[config.mk]
export PLATFORM = sky130hd
export DESIGN_NAME = led_fade_pwm
export DESIGN_NICKNAME = d
export VERILOG_FILES = /design/src/rtl/led_pkg.sv /design/src/rtl/led_pwm_core.sv /design/src/rtl/led_fade_pwm.sv
export SDC_FILE = /design/constraint.sdc
export NUM_CORES = 1
export LEC_CHECK = 0
export ABC_CLOCK_PERIOD_IN_PS = 3050
export CAP_MARGIN = 5
export CORE_MARGIN = 4
export CORE_UTILIZATION = 30
export CTS_CLUSTER_DIAMETER = 100
export DETAILED_ROUTE_END_ITERATION = 10
export GPL_TIMING_DRIVEN = 1
export PLACE_DENSITY = 0.44
export SETUP_SLACK_MARGIN = 0.15
export SLEW_MARGIN = 20
export SYNTH_ARGS = -nofsm -noshare
export SYNTH_HDL_FRONTEND = slang
export SYNTH_SLANG_ARGS = --single-unit
export TNS_END_PERCENT = 50
[constraint.sdc]
create_clock -name clk_128M -period 3.05 [get_ports clk_128M]
set_clock_uncertainty 0.2 [all_clocks]
set_input_delay 0.61 -clock clk_128M [delete_from_list [all_inputs] [get_ports clk_128M]]
set_output_delay 0.61 -clock clk_128M [all_outputs]
set_load 0.005 [all_outputs]
[src/rtl/led_pkg.sv]
// Shared LED constants and state encoding for the blink generator and the fade/PWM driver.
package led_pkg;

  localparam int unsigned CLK_HZ       = 128_000_000;
  localparam int unsigned PWM_BITS_DEF = 8;
  localparam int unsigned FADE_DIV_DEF = 980;

  localparam logic [1:0] OFF  = 2'd0;
  localparam logic [1:0] UP   = 2'd1;
  localparam logic [1:0] ON   = 2'd2;
  localparam logic [1:0] DOWN = 2'd3;

  typedef enum logic [1:0] {
    StOff  = OFF,
    StUp   = UP,
    StOn   = ON,
    StDown = DOWN
  } led_state_e;

endpackage

[src/rtl/led_pwm_core.sv]
// PWM frame counter, frame-synchronous duty register and compare stage.
// Optional square-law duty curve when LED_FADE_GAMMA_EN is defined.
module led_pwm_core
  import led_pkg::*;
#(
  parameter int unsigned PWM_BITS = PWM_BITS_DEF
) (
  input  logic                clk_128M,
  input  logic                rst_n,
  input  logic [PWM_BITS-1:0] level,
  output logic                frame_tick,
  output logic                led
);

  localparam logic [PWM_BITS-1:0] CntLast = PWM_BITS'((1 << PWM_BITS) - 2);

  logic [PWM_BITS-1:0] cnt_q;
  logic [PWM_BITS-1:0] duty_q;
  logic [PWM_BITS-1:0] duty_d;
  logic                led_q;

  assign frame_tick = (cnt_q == CntLast);

`ifdef LED_FADE_GAMMA_EN
  logic [2*PWM_BITS-1:0] level_w;
  logic [2*PWM_BITS-1:0] level_sq;

  // level*(level+1) keeps both endpoints exact after the shift
  assign level_w  = {{PWM_BITS{1'b0}}, level};
  assign level_sq = level_w * (level_w + (2 * PWM_BITS)'(1));
  assign duty_d   = level_sq[2*PWM_BITS-1:PWM_BITS];
`else
  assign duty_d = level;
`endif

  always_ff @(posedge clk_128M) begin
    if (!rst_n) begin
      cnt_q  <= '0;
      duty_q <= '0;
      led_q  <= 1'b0;
    end else begin
      cnt_q <= frame_tick ? '0 : cnt_q + PWM_BITS'(1);
      if (frame_tick) begin
        duty_q <= duty_d;
      end
      led_q <= (cnt_q < duty_q);
    end
  end

  assign led = led_q;

endmodule

[src/rtl/led_fade_pwm.sv]
// Fades the LED linearly up/down toward the requested on/off state using a PWM drive.
// Define LED_FADE_GAMMA_EN for a square-law duty curve.
module led_fade_pwm
  import led_pkg::*;
#(
  parameter int unsigned PWM_BITS = PWM_BITS_DEF,
  parameter int unsigned FADE_DIV = FADE_DIV_DEF
) (
  input  logic                clk_128M,
  input  logic                rst_n,
  input  logic                led_req,
  input  logic [PWM_BITS-1:0] bright_max,
  output logic                led,
  output logic [PWM_BITS-1:0] level,
  output logic                busy
);

  localparam int unsigned DivW    = (FADE_DIV > 1) ? $clog2(FADE_DIV) : 1;
  localparam logic [DivW-1:0] DivLast = DivW'(FADE_DIV - 1);

  logic                req_q;
  led_state_e          state_q, state_d;
  logic [PWM_BITS-1:0] level_q, level_d;
  logic [PWM_BITS-1:0] target_q, target_d;
  logic [DivW-1:0]     div_q, div_d;
  logic                frame_tick;
  logic                step_tick;

  assign step_tick = frame_tick && (div_q == DivLast);

  always_comb begin
    state_d  = state_q;
    level_d  = level_q;
    target_d = target_q;
    unique case (state_q)
      StOff: begin
        if (req_q) begin
          target_d = bright_max;
          state_d  = StUp;
        end
      end
      StUp: begin
        if (!req_q) begin
          state_d = StDown;
        end else if (level_q >= target_q) begin
          state_d = StOn;
        end else if (step_tick) begin
          level_d = level_q + PWM_BITS'(1);
        end
      end
      StOn: begin
        if (!req_q) begin
          state_d = StDown;
        end
      end
      StDown: begin
        if (req_q) begin
          target_d = bright_max;
          state_d  = StUp;
        end else if (level_q == '0) begin
          state_d = StOff;
        end else if (step_tick) begin
          level_d = level_q - PWM_BITS'(1);
        end
      end
      default: state_d = StOff;
    endcase
  end

  // Restarting the divider on every transition gives a full step period before the first step
  always_comb begin
    div_d = div_q;
    if (state_d != state_q) begin
      div_d = '0;
    end else if (frame_tick) begin
      div_d = step_tick ? '0 : div_q + DivW'(1);
    end
  end

  always_ff @(posedge clk_128M) begin
    if (!rst_n) begin
      req_q    <= 1'b0;
      state_q  <= StOff;
      level_q  <= '0;
      target_q <= '0;
      div_q    <= '0;
    end else begin
      req_q    <= led_req;
      state_q  <= state_d;
      level_q  <= level_d;
      target_q <= target_d;
      div_q    <= div_d;
    end
  end

  led_pwm_core #(
    .PWM_BITS(PWM_BITS)
  ) u_core (
    .clk_128M  (clk_128M),
    .rst_n     (rst_n),
    .level     (level_q),
    .frame_tick(frame_tick),
    .led       (led)
  );

  assign level = level_q;
  assign busy  = (state_q == StUp) || (state_q == StDown);

endmodule

==> reports/results.tsv <==
metric	value	unit
nFillCells	902	
clock_latency	290	ps
die_w	101.9	um
final.setup.tns	0	ps
start_util	31.54	%
synth-main-ff-cell	dfxtp_1	
grt_pass1_vias	2078	
ys_seq_elements	46	
cp.required	2240	ps
synth_top_area_share	34.83	%
slowest_delay	440	ps
drv_cap	0	
ys_seq_area_share	34.83	%
vias	2171	
fin_crit_sh	88.26	%
power_frac_clock	31.6	%
cellLeakagePower	1.225	nW
final_hold_viol_count	0	
ant_nets	0	
viasPerCell	4.782	
yosys.area.top_type	dfxtp_1	
startpoint_type	flop	
setup_slack	358.1	ps
fmax	0.3715	GHz
cts_hold_buf	0	
cts_root_buf	clkbuf_8	
worstRegToRegCells	8	
antenna_found_initial	0	
overflow	0	
post-route-min-period	2692	ps
grt_first_pass_wirelength	10430	um
rows	33	
slew-limit-headroom	64.33	%
synthTopCellsByCount	dfxtp_1 (46), nor2_1 (46), nand2_1 (31)	
num_io_pins	21	
synth_fp_nets	360	
switching_share	29.79	%
peakVddDrop	0.0001905	V
status	complete, no violations	
cp.arrival	1880	ps
antenna_cells	0	
synth_edf_count	0	
route.detailed.drc	0	
cts_buffers	5	
yosys_warnings	0	
portBuffers	20	
seqPwrFrac	45.0	%
gp_congestion	0.7599	
hold_path_depth	2	
reg2reg_slack	370	ps
grtUsageTotal	12.74	%
hpwlAfterDp	4614	um
finalSetupViolCount	0	
crit_fanout	8	
cts_tree	built	
core	0.008382	mm2
hp-class	flop to flop	
synth.area.top_cells	dfxtp_1 (35%), ha_1 (13%), nor2_1 (6.5%), a21oi_1 (5.1%), nand2_1 (4.4%)	
end_kind	output pin	
area_delta_synth_final	17.94	%
maxSlewViolCount	0	
avgRoutedWirePerCell	13.69	um
power_density	458.0	mW/mm2
synth.distinct_cells	48	
grt_start_max_net_pins	25	
nets	388	
tightest_slew	530.2	ps
synthCells	320	
power_frac_comb	23.4	%
internal_power	1.003	mW
fin_util	37.20	%
drt_iter0_markers	77	
clock_sinks	46	
clk_pin_slew	90	ps
crit_slowest_cell	clkdlybuf4s50_1	
clk_path_buf_depth	2	
syn_area_per_cell	8.262	um2
dr.pass1.iters	4	
grt_setup_unrepaired	false	
net-switching-power	0.4254	mW
async_reset_ff_share	0	%
wl	6216	um
critical_path_class	flop to output pin	
pre_cts_slack	111.1	ps
htree_levels	2	
critical_path.cell_chain	ha_1 -> buf_4 -> or2_2 -> clkdlybuf4s50_1	
die-area	0.01038	mm2
die_h	101.9	um
synth_area	0.002644	mm2
drive_gt1_share	7.450	%
## cells by family after synthesis
family,synth area share (%)
and+or+nand+nor,22.05
DFF,34.83
muxes,1.893
AOI/OAI and AO/OA,15.76
adders and majority gates,14.01
xor gates and xnor gates,6.294
buffers and inverters,5.159
## power groups by stage
stage	combinational (mW)	clock, mW	sequential, mW
finish	0.335	0.451	0.642
global route	0.378	0.496	0.646
CTS	0.337	0.476	0.642
detailed placement	0.336	0	0.656
global placement	0.339	0	0.656
floorplan	0.229	0	0.655
## placed cells by master (no fill, tap or decap), types with 3 or more instances in the layout
master           Yosys  final
a21o_1               5      5
a21oi_1             27     27
and3_1              10     10
buf_4                0     10
clkbuf_8             0      5
clkdlybuf4s50_1      0     20
dfxtp_1             46     45
ha_1                28     28
inv_1               24     24
mux2i_1              5      5
nand2_1             31     31
nand3_1              8      8
nand4_1              3      3
nor2_1              46     46
nor2b_1              3      3
nor3_1               5      5
nor4_1               3      3
o21ai_0             12     12
xnor2_1             13     13
xor2_1               6      6
## registers in the layout, indices dropped and copies added, names as in the netlist
register       count
req_q              1
state_q            2
level              8
target_q           8
u_core.duty_q      8
u_core.led         1
u_core.cnt_q       8
div_q             10
## final timing paths
path	start	end
worst min-delay path	u_core.duty_q[1]$_SDFFE_PN0P_	u_core.duty_q[1]$_SDFFE_PN0P_
worst max-delay path	state_q[1]$_SDFF_PN0_	busy
worst max register to register	state_q[1]$_SDFF_PN0_	level[4]$_SDFFE_PN0P_
worst min register to register	u_core.duty_q[1]$_SDFFE_PN0P_	u_core.duty_q[1]$_SDFFE_PN0P_
## stage by stage
step                      total power [mW]  hold WS [ps]  cells  cell area, um2
after detailed placement            0.9918         250.5    445            3000
final                                1.428         260.3    454            3118
after CTS                            1.456         263.5    454            3117
after floorplan                     0.8845         232.5    320            2644
after global placement              0.9949         246.5    445            3000
after global routing                 1.520         292.2    454            3118
## routing by layer
metal	vias up	global-route usage [%]	share of wire (%)
met4	0	3.330	0.95
met2	29	19.82	44
met3	4	2.457	4.3
li1	1162	-	-
met1	976	18.16	51
met5	-	0	0
## area by class of cell
type                            count  area, um2  area share, %
Clock buffer                        5      68.82          2.207
Clock inverter                      3      40.04          1.284
Inverter                           25      93.84          3.010
Multi-Input combinational cell    240       1587          50.88
Sequential cell                    46      922.1          29.57
Tap cell                          105      131.4          4.213
Timing Repair Buffer               30      275.3          8.828
## worst max-delay path: cells and delay by family (launching register included)
kind	cells	cell delay, ps
simple gates	1	280
flops	1	350
fa+ha+maj	1	310
buf+inv	2	640
## repair_timing
item / in CTS / in global routing
resized for setup: 0 / 1
pin swaps: 1 / 0
setup buffers: 1 / 0
endpoints found under the setup margin: 4 / 1
Note: power is estimated with default switching activity, not from simulation.
